--- src/rtl/spi_slave_if.sv ---
// SPI bus bundle between an external master and spi_slave.
// csN is active-low chip select; sck/csN/mosi are asynchronous to the slave's system clock.
interface spi_slave_if;
    logic sck;
    logic csN;
    logic mosi;
    logic miso;

    modport master (output sck, output csN, output mosi, input miso);
    modport slave  (input sck, input csN, input mosi, output miso);
endinterface

--- src/rtl/spi_slave.sv ---
// SPI slave, all four clock modes, oversampled on the system clock.
// Receives MSB-first bytes on MOSI and returns a captured parallel byte on MISO.
module spi_slave #(
    parameter int SYNC_STAGES = 2
) (
    input  logic       i_clk,
    input  logic       i_rst_n,
    input  logic       i_ckp,
    input  logic       i_cph,
    input  logic [7:0] i_dataInput,
    output logic [7:0] o_dataOut,
    output logic       o_valid,
    output logic       o_busy,
    spi_slave_if.slave bus
);

    typedef enum logic {
        IDLE,
        ACTIVE
    } state_t;

    state_t r_state;
    state_t w_stateNext;

    logic [SYNC_STAGES-1:0] r_sckSync;
    logic [SYNC_STAGES-1:0] r_csSync;
    logic [SYNC_STAGES-1:0] r_mosiSync;
    logic                   r_sckPrev;
    logic                   r_csPrev;

    logic [7:0] r_tx;
    logic [7:0] r_rx;
    logic [7:0] r_dataOut;
    logic [2:0] r_bitCount;
    logic       r_valid;
    logic       r_busy;
    logic       r_skipShift;

    logic w_sck;
    logic w_cs;
    logic w_mosi;
    logic w_lead;
    logic w_trail;
    logic w_sampleEdge;
    logic w_shiftEdge;
    logic w_csFall;
    logic w_csRise;

    always_ff @(posedge i_clk or negedge i_rst_n) begin
        if (!i_rst_n) begin
            r_sckSync  <= '0;
            r_csSync   <= '1;
            r_mosiSync <= '0;
            r_sckPrev  <= 1'b0;
            r_csPrev   <= 1'b1;
        end else begin
            r_sckSync  <= {r_sckSync[SYNC_STAGES-2:0], bus.sck};
            r_csSync   <= {r_csSync[SYNC_STAGES-2:0], bus.csN};
            r_mosiSync <= {r_mosiSync[SYNC_STAGES-2:0], bus.mosi};
            r_sckPrev  <= w_sck;
            r_csPrev   <= w_cs;
        end
    end

    assign w_sck  = r_sckSync[SYNC_STAGES-1];
    assign w_cs   = r_csSync[SYNC_STAGES-1];
    assign w_mosi = r_mosiSync[SYNC_STAGES-1];

    assign w_lead       = (r_sckPrev == i_ckp) && (w_sck != i_ckp);
    assign w_trail      = (r_sckPrev != i_ckp) && (w_sck == i_ckp);
    assign w_sampleEdge = i_cph ? w_trail : w_lead;
    assign w_shiftEdge  = i_cph ? w_lead : w_trail;
    assign w_csFall     = r_csPrev & ~w_cs;
    assign w_csRise     = ~r_csPrev & w_cs;

    always_ff @(posedge i_clk or negedge i_rst_n) begin
        if (!i_rst_n) begin
            r_state <= IDLE;
        end else begin
            r_state <= w_stateNext;
        end
    end

    always_comb begin
        w_stateNext = r_state;
        case (r_state)
            IDLE:    if (w_csFall) w_stateNext = ACTIVE;
            ACTIVE:  if (w_csRise) w_stateNext = IDLE;
            default: w_stateNext = IDLE;
        endcase
    end

    // A freshly loaded byte must keep its MSB through the first shift edge
    // that precedes its first sample, hence the one-shot skip flag.
    always_ff @(posedge i_clk or negedge i_rst_n) begin
        if (!i_rst_n) begin
            r_tx        <= 8'h00;
            r_rx        <= 8'h00;
            r_dataOut   <= 8'h00;
            r_bitCount  <= 3'd0;
            r_valid     <= 1'b0;
            r_busy      <= 1'b0;
            r_skipShift <= 1'b0;
        end else begin
            r_valid <= 1'b0;
            r_busy  <= (w_stateNext == ACTIVE);
            if (r_state == IDLE) begin
                if (w_csFall) begin
                    r_tx        <= i_dataInput;
                    r_rx        <= 8'h00;
                    r_bitCount  <= 3'd0;
                    r_skipShift <= i_cph;
                end
            end else if (w_sampleEdge) begin
                r_rx       <= {r_rx[6:0], w_mosi};
                r_bitCount <= r_bitCount + 3'd1;
                if (r_bitCount == 3'd7) begin
                    r_dataOut   <= {r_rx[6:0], w_mosi};
                    r_valid     <= 1'b1;
                    r_tx        <= i_dataInput;
                    r_skipShift <= 1'b1;
                end
            end else if (w_shiftEdge) begin
                if (r_skipShift) begin
                    r_skipShift <= 1'b0;
                end else begin
                    r_tx <= {r_tx[6:0], 1'b0};
                end
            end
        end
    end

    assign bus.miso  = (r_state == ACTIVE) ? r_tx[7] : 1'b0;
    assign o_dataOut = r_dataOut;
    assign o_valid   = r_valid;
    assign o_busy    = r_busy;

endmodule

--- src/flat_wrapper.sv ---
// flat-port wrapper written by rule: the top's interface ports become plain ports
module spi_slave_flat 
#(
    parameter int SYNC_STAGES = 2
)
  (i_clk, i_rst_n, i_ckp, i_cph, i_dataInput, o_dataOut, o_valid, o_busy, bus_sck, bus_csN, bus_mosi, bus_miso);
  spi_slave_if bus_i ();
  input  logic i_clk;
  input  logic i_rst_n;
  input  logic i_ckp;
  input  logic i_cph;
  input  logic [7:0] i_dataInput;
  output logic [7:0] o_dataOut;
  output logic o_valid;
  output logic o_busy;
  input wire logic [$bits(bus_i.sck)-1:0] bus_sck;
  input wire logic [$bits(bus_i.csN)-1:0] bus_csN;
  input wire logic [$bits(bus_i.mosi)-1:0] bus_mosi;
  output wire logic [$bits(bus_i.miso)-1:0] bus_miso;
  assign bus_i.sck = bus_sck;
  assign bus_i.csN = bus_csN;
  assign bus_i.mosi = bus_mosi;
  assign bus_miso = bus_i.miso;
  spi_slave #(.SYNC_STAGES(SYNC_STAGES)) u_core (.i_clk(i_clk), .i_rst_n(i_rst_n), .i_ckp(i_ckp), .i_cph(i_cph), .i_dataInput(i_dataInput), .o_dataOut(o_dataOut), .o_valid(o_valid), .o_busy(o_busy), .bus(bus_i));
endmodule
--- config.mk ---
export PLATFORM = sky130hd
export DESIGN_NAME = spi_slave_flat
export DESIGN_NICKNAME = d
export VERILOG_FILES = /design/src/rtl/spi_slave_if.sv /design/src/rtl/spi_slave.sv /design/src/flat_wrapper.sv
export SDC_FILE = /design/constraint.sdc
export NUM_CORES = 1
export LEC_CHECK = 0
export CORE_AREA = 2 2 53 65
export CTS_CLUSTER_DIAMETER = 200
export DETAILED_ROUTE_END_ITERATION = 16
export DIE_AREA = 0 0 55 67
export PLACE_DENSITY = 0.74
export SYNTH_ARGS = -nofsm -noshare
export SYNTH_HDL_FRONTEND = slang
export SYNTH_SLANG_ARGS = --single-unit
--- constraint.sdc ---
create_clock -name i_clk -period 2.4 [get_ports i_clk]
set_input_delay 0.72 -clock i_clk [delete_from_list [all_inputs] [get_ports i_clk]]
set_output_delay 0.72 -clock i_clk [all_outputs]
set_load 0.01 [all_outputs]
==> impl_summary.txt, run 1 <==
----------------------------------------------------
[Setup path]
  Timing startpoint of the critical path ... u_core.r_state$_DFF_PN0_
  Crit path capture type ... output pin
  Worst path arrival time ... 1.57 ns
  FF-to-FF Start ... u_core.r_sckPrev$_DFF_PN0_
  Critical Path Fanout Max ... 8
  End of the worst register-to-register path ... u_core.o_dataOut[7]$_DFFE_PN0P_
  Crit Path Class ... reg -> out
  CP endpoint ... bus_miso
  R2R cell count ... 8
  Worst-case register-to-register setup slack ... 0.58 ns
  Kind of start point of the critical path ... flop
  Worst Path Required ... 1.68 ns

[Timing]
  Fin crit period ... 2.29 ns
  Final number of setup-violating endpoints ... 0
  Final hold vios ... 0
  Setup TNS after final layout ... 0 ns
  Final Max Tran Viols ... 0
  Worst rel slew slack ... 69.8%
  Final clock period utilization by the worst path ... 95.2%
  Slew at the pin closest to its max-slew limit ... 0.452 ns
  Achievable Freq ... 437 MHz
  Final setup skew ... 0.00776 ns
  Unrepaired setup endpoints after global routing ... no

[Job]
  Number of max-capacitance violations reported ... 0

[Layout]
  N_diodes ... 0
  Fin nets ... 154
  Commonest cells after routing, fill and taps aside ... 34 x sky130_fd_sc_hd__dfrtp_1, 23 x sky130_fd_sc_hd__mux2_2, 23 x sky130_fd_sc_hd__clkdlybuf4s50_1, 9 x sky130_fd_sc_hd__a22o_1, 8 x sky130_fd_sc_hd__buf_4
  Area of the multi-input gates ... 537 um2
  Layout cell share with drive strength beyond 1 ... 35.5%
  Storage element area ... 930 um2
  Leading cell type in the layout, fill and taps excluded ... sky130_fd_sc_hd__dfrtp_1
  Area growth, synth to finish ... 30.4%
  Fill cell instance count of the final layout ... 256
  Core occupancy in the finished layout ... 64.1%

[Detailed routing]
  Count of vias placed by the detailed router ... 895
  Via density ... 5.14
  Final ANT Viol Nets ... 0
  Initial DRT Pass Iterations ... 4
  Number of design rule violations left after detail routing ... 0
  Initial DRC count ... 10
  Routed length per placed instance ... 15.1 um
  Wire length reported by the detailed router ... 2620 um

[CTS]
  CTS tree ... yes
  CTS HTree Levels ... 2
  Total number of clock tree sinks ... 37
  Inserted Clock Buffers ... 5
  Buffer cell driving the clock tree root ... sky130_fd_sc_hd__clkbuf_4
  Clock Latency Late Sink ... 0.33 ns
  Clock transition time at the flip-flop clock pins of the worst setup and hold paths ... 0.10 ns
  Number of buffers on the longest clock path ... 2

[Floorplanning]
  Die extent in x ... 55 um
  Die Span Y ... 67 um
  I/O Pins ... 26
  Std-Cell Core Area ... 3030 um2
  Floorplan row count ... 22
  Effective utilization at floorplan ... 49.1%
  Die footprint ... 3690 um2

[Logic synthesis]
  Share of the yosys chip area belonging to registers ... 62.5%
  Post-Syn Area ... 1490 um2
  Dominant cell type by area after synthesis ... sky130_fd_sc_hd__dfrtp_1
  Avg Inst Size Synth ... 15.2 um2
  Gate count after technology mapping ... 98
  Number of distinct library cells after synthesis ... 23
  Top area cells in the synthesized netlist ... sky130_fd_sc_hd__dfrtp_1 57%, sky130_fd_sc_hd__mux2_2 17%, sky130_fd_sc_hd__dfstp_2 5.3%
  Synthesized netlist net count ... 115
  Total of warnings raised by yosys ... 0
  Area share of the leading cell type in the synthesized netlist ... 57.2%
  Yosys reg bits ... 37

[Power and ir drop]
  Sw Pwr ... 0.347 mW
  Internal power contribution ... 1.03 mW
  Pwr dens ... 709 nW/um2
  Clock power frac ... 24.2%
  LEAKAGE ... 0.924 nW
  Total power after layout ... 1.38 mW
  Switching share of power ... 25.2%
  Max VDD drop ... 455 uV
  Part of the power in registers ... 55.6%
  Combinational Power Share ... 20.3%

[Min path]
  Worst hold path startpoint ... u_core.r_csSync[0]$_DFF_PN1_
  Path category of the worst min-delay check ... reg -> reg

[Placed design]
  Port Buffers ... 25
  HPWL reported at the end of detailed placement ... 1800 um
  Routability-driven placement congestion ratio ... 0.710

[GRT]
  Antenna violations before repair ... 0
  Aggregate global-route resource usage ... 17.1%
  Wire length of the first global-routing pass ... 4260 um
  Remaining global-route overflow ... 0
  Maximum number of pins on one net before global-route repair ... 38
  Vias in the first global route ... 957

[Run status]
  Outcome ... finished clean

----------------------------------------------------
==> sequential cells by signal, indices dropped and copies added (netlist names), 2 cells and up <==
register           cells
u_core.o_dataOut       8
u_core.r_bitCount      3
u_core.r_csSync        2
u_core.r_mosiSync      2
u_core.r_rx            7
u_core.r_sckSync       2
u_core.r_tx            8
==> power by group through the flow <==
stage	Clock [mW]	Sequential (mW)	Combinational, mW
after floorplan	0	0.759	0.176
after global placement	0	0.770	0.265
after detailed placement	0	0.779	0.279
after CTS	0.346	0.766	0.280
after global routing	0.376	0.775	0.304
final	0.332	0.765	0.279
==> synthesized netlist by cell type <==
cell type	number
sky130_fd_sc_hd__nand2_1	2
sky130_fd_sc_hd__a21o_2	1
sky130_fd_sc_hd__mux2_2	23
sky130_fd_sc_hd__buf_2	1
sky130_fd_sc_hd__a21oi_1	2
sky130_fd_sc_hd__dfrtp_1	34
sky130_fd_sc_hd__clkbuf_1	2
sky130_fd_sc_hd__nor2_1	1
sky130_fd_sc_hd__and2_1	1
sky130_fd_sc_hd__o211ai_1	1
sky130_fd_sc_hd__a221oi_4	1
sky130_fd_sc_hd__ha_1	2
sky130_fd_sc_hd__o21ai_4	1
sky130_fd_sc_hd__xor2_2	1
sky130_fd_sc_hd__dfstp_2	3
sky130_fd_sc_hd__inv_1	4
sky130_fd_sc_hd__nand2b_1	1
sky130_fd_sc_hd__mux2i_1	2
sky130_fd_sc_hd__and3_2	1
sky130_fd_sc_hd__and2b_1	1
sky130_fd_sc_hd__a22o_1	9
sky130_fd_sc_hd__o21ai_0	1
sky130_fd_sc_hd__nor2b_1	3
==> layer usage <==
| layer | GRT usage [%] | routed length (um) |
|---|---|---|
| met1 | 19.2 | 1050 |
| met2 | 28.3 | 1340 |
| met3 | 6.95 | 185 |
| met4 | 6.40 | 44 |
| met5 | 0 | 0 |
==> worst max-delay path, cell delays in order (launching register included) <==
cell and delay, ns:
sky130_fd_sc_hd__dfrtp_1 0.53, sky130_fd_sc_hd__and2_1 0.17, sky130_fd_sc_hd__clkdlybuf4s50_1 0.52
==> what timing repair did <==
action                                 4_1_cts  5_1_grt
endpoints found under the hold margin        0        0
buffers inserted                             0        1
gates resized for setup                      0        4
hold buffers                                 0        0
setup endpoints to repair                    0        7
==> layout make-up <==
class / instances / area share [%]
Multi-Input combinational cell: 54 / 27.7
Tap cell: 36 / 2.32
Inverter: 4 / 0.774
Timing Repair Buffer: 35 / 18.3
Sequential cell: 37 / 47.9
Clock buffer: 8 / 3.03
==> per-stage QoR <==
| step | hold WS, ns | cells | area (um2) | setup slack, ns |
|---|---|---|---|---|
| 2_1_floorplan | 0.331 | 98 | 1490 | 0.295 |
| 3_3_place_gp | 0.334 | 165 | 1860 | -0.245 |
| 3_5_place_dp | 0.342 | 165 | 1860 | -0.360 |
| 4_1_cts | 0.364 | 173 | 1920 | 0.00821 |
| 5_1_grt | 0.371 | 174 | 1940 | 0.0204 |
| 6_report | 0.363 | 174 | 1940 | 0.114 |
==> kinds of logic (layout without fill, tap and decap cells) <==
| group | Yosys count | after routing | synth area share (%) |
|---|---|---|---|
| xor gates and xnor gates | 1 | 1 | 1.09 |
| muxes | 25 | 25 | 18.8 |
| adders and majority gates | 2 | 2 | 1.68 |
| DFF | 37 | 37 | 62.5 |
| and+or+nand+nor | 10 | 10 | 3.87 |
| buffers and inverters | 7 | 47 | 1.85 |
| AOI/OAI and AO/OA | 16 | 16 | 10.3 |
==> how the worst min path moves through the flow <==
| stage | to | slack [ns] | depth (start not counted) |
|---|---|---|---|
| final | u_core.r_csSync[1]$_DFF_PN1_ | 0.36 | 0 |
| after global routing | u_core.r_csSync[1]$_DFF_PN1_ | 0.37 | 0 |
| after CTS | u_core.r_csSync[1]$_DFF_PN1_ | 0.36 | 0 |
| after detailed placement | u_core.r_sckSync[1]$_DFF_PN0_ | 0.34 | 0 |
| after global placement | u_core.r_sckSync[1]$_DFF_PN0_ | 0.33 | 0 |
| after floorplan | u_core.r_mosiSync[1]$_DFF_PN0_ | 0.33 | 0 |
No activity file was read; power rests on OpenSTA's default activity.
==> inputs of run 2 (changes only) <==
- GPL_ROUTABILITY_DRIVEN: not set -> 0
- SLEW_MARGIN: not set -> 20
==> results of run 2 <==
Same layout as run 1: the final DEF is identical, and so are final timing and power.
==> edit 1 (flow settings as in run 1) <==
`SYNC_STAGES` is set to 2 in 2 places; all go to 4.
--- a/src/rtl/spi_slave.sv
+++ b/src/rtl/spi_slave.sv
@@ -1,7 +1,7 @@
 // SPI slave, all four clock modes, oversampled on the system clock.
 // Receives MSB-first bytes on MOSI and returns a captured parallel byte on MISO.
 module spi_slave #(
-    parameter int SYNC_STAGES = 2
+    parameter int SYNC_STAGES = 4
 ) (
     input  logic       i_clk,
     input  logic       i_rst_n,
--- a/src/flat_wrapper.sv
+++ b/src/flat_wrapper.sv
@@ -1,7 +1,7 @@
 // flat-port wrapper written by rule: the top's interface ports become plain ports
 module spi_slave_flat 
 #(
-    parameter int SYNC_STAGES = 2
+    parameter int SYNC_STAGES = 4
 )
   (i_clk, i_rst_n, i_ckp, i_cph, i_dataInput, o_dataOut, o_valid, o_busy, bus_sck, bus_csN, bus_mosi, bus_miso);
   spi_slave_if bus_i ();
Check against the original RTL: not equivalent (a bounded check fails within 4 cycles, from zero or initial values and one cycle with i_rst_n low).
==> edit 1 against run 1 <==
Maximum frequency decreased by 1.3%; setup slack worse by 0.030 ns; wire length decreased by 3.5%; synthesized cell count is 6.1% higher; sequential cell count up 6; utilization up 4.9 points; power grew 15%; sequential power rose by 14%; cell area increased by 7.6%; worst hold slack got worse by 0.056 ns; critical path depth rose by 5; synthesized area is 10% higher; sequential share of layout area rose by 4.0 points; die area did not move; critical path type is now in2reg; highest routed layer unchanged.
==> edit 1: results (changes against run 1) <==
{| class="wikitable"
! Metric !! Value
|-
| Multiplexer share of the synthesized area || 0.170 (-0.0175)
|-
| Vias per inst || 5.26 (+2.3%)
|-
| Layout fillers || 243 (-5.1%)
|-
| Largest net degree at the start of global routing || 44 (+16%)
|-
| Placed cell count || 171 (+3.6%)
|-
| Reg2Reg Depth || 6 (-2)
|-
| Clock Pin Slew Worst Setup and Hold Paths || 0.13 ns (+0.03 ns)
|-
| Worst Skew || 0.0125 ns (+0.00475 ns)
|-
| Last weighted congestion value of the routability-driven placer || 0.720 (+1.4%)
|-
| Clk_lat worst skew || 0.35 ns (+0.02 ns)
|-
| Compound-Gate Fraction of Synth Area || 0.0931 (-0.00955)
|-
| Fraction of synthesized cell area taken by the top area cell type || 0.580 (+0.00780)
|-
| Antenna violations before repair || 0 (unchanged)
|-
| Static leakage || 0.980 nW (+6.0%)
|-
| Global-route wire length before repair || 4290 um (+0.80%)
|-
| Average cell area after synthesis || 15.8 um^2 (+3.9%)
|-
| CP max stage cell || sky130_fd_sc_hd__clkdlybuf4s50_1
|-
| Nets in the synthesized netlist || 121 (+5.2%)
|-
| Max VDD drop || 0.617 mV (+36%)
|-
| Worst Hold Class || in2async
|-
| Switching power of the nets || 0.385 mW (+11%)
|-
| Outcome || complete, no violations
|-
| Post-Synth XOR/XNOR Area || 0.00992 (-0.00102)
|-
| Most common library cells after synthesis || 38 x sky130_fd_sc_hd__dfrtp_1, 23 x sky130_fd_sc_hd__mux2_2, 9 x sky130_fd_sc_hd__a22o_1
|-
| Number of global-route vias before repair || 982 (+2.6%)
|-
| Global routing usage summed across all routing layers || 0.169 (-0.00214)
|-
| Number of clock buffers inserted by TritonCTS || 5 (unchanged)
|-
| Endpoint of the worst-slack reg-to-reg timing path || u_core.r_tx[4]
|-
| Final HPWL DP || 1690 um (-6.1%)
|-
| Pre-CTS setup slack || -0.332 ns (+0.0283 ns)
|-
| Reg2Reg Setup Slack || 0.60 ns (+0.02 ns)
|-
| Worst setup path category || in2reg
|-
| Largest cells by area after synthesis || sky130_fd_sc_hd__dfrtp_1 58%, sky130_fd_sc_hd__mux2_2 16%, sky130_fd_sc_hd__dfstp_2 8.0%
|-
| Placement-stage cell area || 2000 um^2 (+7.3%)
|-
| Relative slew margins || 0.782 (+0.0840)
|-
| Average wire per standard cell || 14.0 um (-6.7%)
|-
| Arrival time worst endpoint || 2.56 ns (+0.99 ns)
|-
| Finished Layout Cells || 180 (+3.4%)
|-
| Setup crit start || i_cph
|-
| Number of nets in the finished design || 160 (+3.9%)
|}
[edit 1: cells by family (layout without fill, tap and decap cells)]
group | after synthesis | in the layout
xor gates and xnor gates | 1 | 1
muxes | 25 | 25
and+or+nand+nor | 10 | 10
AOI/OAI and AO/OA | 16 | 16
DFF | 43 | 43
buffers and inverters | 7 | 47
adders and majority gates | 2 | 2
[edit 1: power groups by stage]
stage | registers, mW | logic, mW | clock network, mW
floorplan | 0.869 | 0.176 | 0
global placement | 0.879 | 0.260 | 0
detailed placement | 0.885 | 0.269 | 0
CTS | 0.870 | 0.271 | 0.471
global route | 0.882 | 0.295 | 0.500
finish | 0.869 | 0.268 | 0.452
[edit 1: repair_timing]
item                                    4_1_cts  5_1_grt
endpoints found under the setup margin        0        7
buffers inserted                              0        1
hold buffers                                  0        0
gates resized for setup                       0        1
[edit 1: per-layer routing]
metal | up-vias | GRT usage | share of wire
met4 | 0 | 0.101 | 0.023
li1 | 441 | - | -
met5 | - | 0 | 0
met1 | 480 | 0.217 | 0.45
met3 | 5 | 0.0404 | 0.050
met2 | 21 | 0.253 | 0.47
[edit 1: critical path, delay by kind of cell]
family	cells	cell delay [ns]
multiplexers	3	0.77
buffers and inverters	2	0.74
XOR/XNOR	1	0.18
AND/OR/NAND/NOR	1	0.15
[edit 1: how the worst min path moves through the flow]
stage	startpoint	slack (ns)	to	cells past startpoint
after floorplan	u_core.r_mosiSync[0]	0.33	u_core.r_mosiSync[1]	0
final	i_rst_n	0.31	u_core.r_sckPrev	2
after CTS	i_rst_n	0.31	u_core.r_skipShift	2
after global placement	u_core.r_sckSync[1]	0.33	u_core.r_sckSync[2]	0
after detailed placement	u_core.r_mosiSync[2]	0.33	u_core.r_mosiSync[3]	0
after global routing	i_rst_n	0.31	u_core.r_skipShift	2
[edit 1: final cells by class]
cell class                 instances  area [um^2]  share of cell area
multi-input combinational         54          531               0.254
clock inverter                     3         43.8              0.0210
inverter                           4         15.0             0.00719
clock buffer                       5         37.5              0.0180
timing repair buffer              35          333               0.159
sequential                        43         1080               0.519
tap                               36         45.0              0.0216
==> edit 2 (settings of run 1) <==
Without the edit above. Make the reset (`i_rst_n`) synchronous in 3 clocked blocks. Comments in the files are not updated.
--- a/src/rtl/spi_slave.sv
+++ b/src/rtl/spi_slave.sv
@@ -46,7 +46,7 @@
     logic w_csFall;
     logic w_csRise;
 
-    always_ff @(posedge i_clk or negedge i_rst_n) begin
+    always_ff @(posedge i_clk) begin
         if (!i_rst_n) begin
             r_sckSync  <= '0;
             r_csSync   <= '1;
@@ -73,7 +73,7 @@
     assign w_csFall     = r_csPrev & ~w_cs;
     assign w_csRise     = ~r_csPrev & w_cs;
 
-    always_ff @(posedge i_clk or negedge i_rst_n) begin
+    always_ff @(posedge i_clk) begin
         if (!i_rst_n) begin
             r_state <= IDLE;
         end else begin
@@ -92,7 +92,7 @@
 
     // A freshly loaded byte must keep its MSB through the first shift edge
     // that precedes its first sample, hence the one-shot skip flag.
-    always_ff @(posedge i_clk or negedge i_rst_n) begin
+    always_ff @(posedge i_clk) begin
         if (!i_rst_n) begin
             r_tx        <= 8'h00;
             r_rx        <= 8'h00;
Function: differs if i_rst_n is asserted again (counterexample within 4 cycles, from zero or initial values and one cycle with i_rst_n low); with i_rst_n held inactive, the same outputs for 10 cycles.
==> edit 2 against run 1 <==
Setup slack lost 0.0021 ns; sequential cell count did not move; sequential share of layout area fell by 8.5 points; wire length is 24% higher; critical path depth grew 4; global-route usage rose by 3.4 points; synthesized area is 0.93% lower; cell count grew 32%; cell area decreased by 3.0%.
Power is not compared: it rests on default switching activity, and its combinational part moved more than twofold at a synthesized area within 25%.
==> edit 2: results (changes against run 1) <==
{| class="wikitable"
! Metric !! Value
|-
| Outcome || complete, no violations
|-
| Worst Skew || 0.00991 ns (+0.00215 ns)
|-
| Pre-CTS setup slack || -0.318 ns (+0.0427 ns)
|-
| Cell family with most CP delay || compound AO/OA/AOI/OAI gates
|-
| Share of synthesized cell area in full adder, half adder and majority cells || 0.0170 (+0.000157)
|-
| Post-Synth XOR/XNOR Area || 0.00594 (-0.00499)
|-
| Largest cells by area after synthesis || sky130_fd_sc_hd__dfxtp_1 50%, sky130_fd_sc_hd__a311oi_2 6.1%, sky130_fd_sc_hd__nand3_1 5.1%
|-
| Global routing usage summed across all routing layers || 0.205 (+0.0343)
|-
| Worst Max-Slew Pin Slew || 0.604 ns (+0.152 ns)
|-
| Post-synth ARST share || 0 (-1.00)
|-
| Last weighted congestion value of the routability-driven placer || 0.786 (+11%)
|-
| Most common library cells after synthesis || 37 x sky130_fd_sc_hd__dfxtp_1, 17 x sky130_fd_sc_hd__nand2_1, 15 x sky130_fd_sc_hd__nand3_1
|-
| Largest net degree at the start of global routing || 27 (-29%)
|-
| Endpoint of the worst-slack reg-to-reg timing path || u_core.r_tx[2]
|-
| Reg2Reg Depth || 5 (-3)
|-
| Worst flop-to-flop path startpoint || u_core.r_bitCount[0]
|-
| Global-route wire length before repair || 5460 um (+28%)
|-
| Nets in the synthesized netlist || 177 (+54%)
|-
| Most used flip-flop cell after synthesis || sky130_fd_sc_hd__dfxtp_1
|-
| Maximum clock frequency || 437 MHz (about the same)
|-
| Placed cell count || 222 (+35%)
|-
| Final HPWL DP || 2350 um (+30%)
|-
| Worst slack on hold paths || 0.433 ns (+0.0701 ns)
|-
| CP max stage cell || sky130_fd_sc_hd__clkdlybuf4s50_1
|-
| Number of iterations in the first detailed-routing pass || 5 (+1)
|-
| Initial drt markers || 45 (+35)
|-
| Post-Route M1 WL || 1300 um (+25%)
|-
| Metal3 WL || 205 um (+11%)
|}
edit 2: cell types whose count changed in the layout (fill, tap and decap cells not counted), sizes merged, moves of 4 or more:
cell    change
a21oi       +8
a22o        -9
a22oi       +9
a311oi      +7
and2        +7
dfrtp      -34
dfxtp      +37
mux2       -22
nand2      +15
nand2b      +4
nand3      +15
nor2       +13
o21ai       +8
edit 2: cell type report:
| type | count | area (um^2) | area share |
|---|---|---|---|
| timing repair buffer | 37 | 353 | 0.188 |
| clock buffer | 7 | 55.1 | 0.0293 |
| tap | 36 | 45.0 | 0.0239 |
| inverter | 4 | 15.0 | 0.00798 |
| multi-input combinational | 108 | 673 | 0.358 |
| sequential | 37 | 741 | 0.394 |
edit 2: where the power goes:
part	total, mW	leakage, nW	internal, mW	switching [mW]
sequential	0.638	0.301	0.630	0.00824
clock	0.324	0.0314	0.138	0.185
combinational	0.117	0.369	0.0580	0.0587
total	1.08	0.702	0.826	0.252
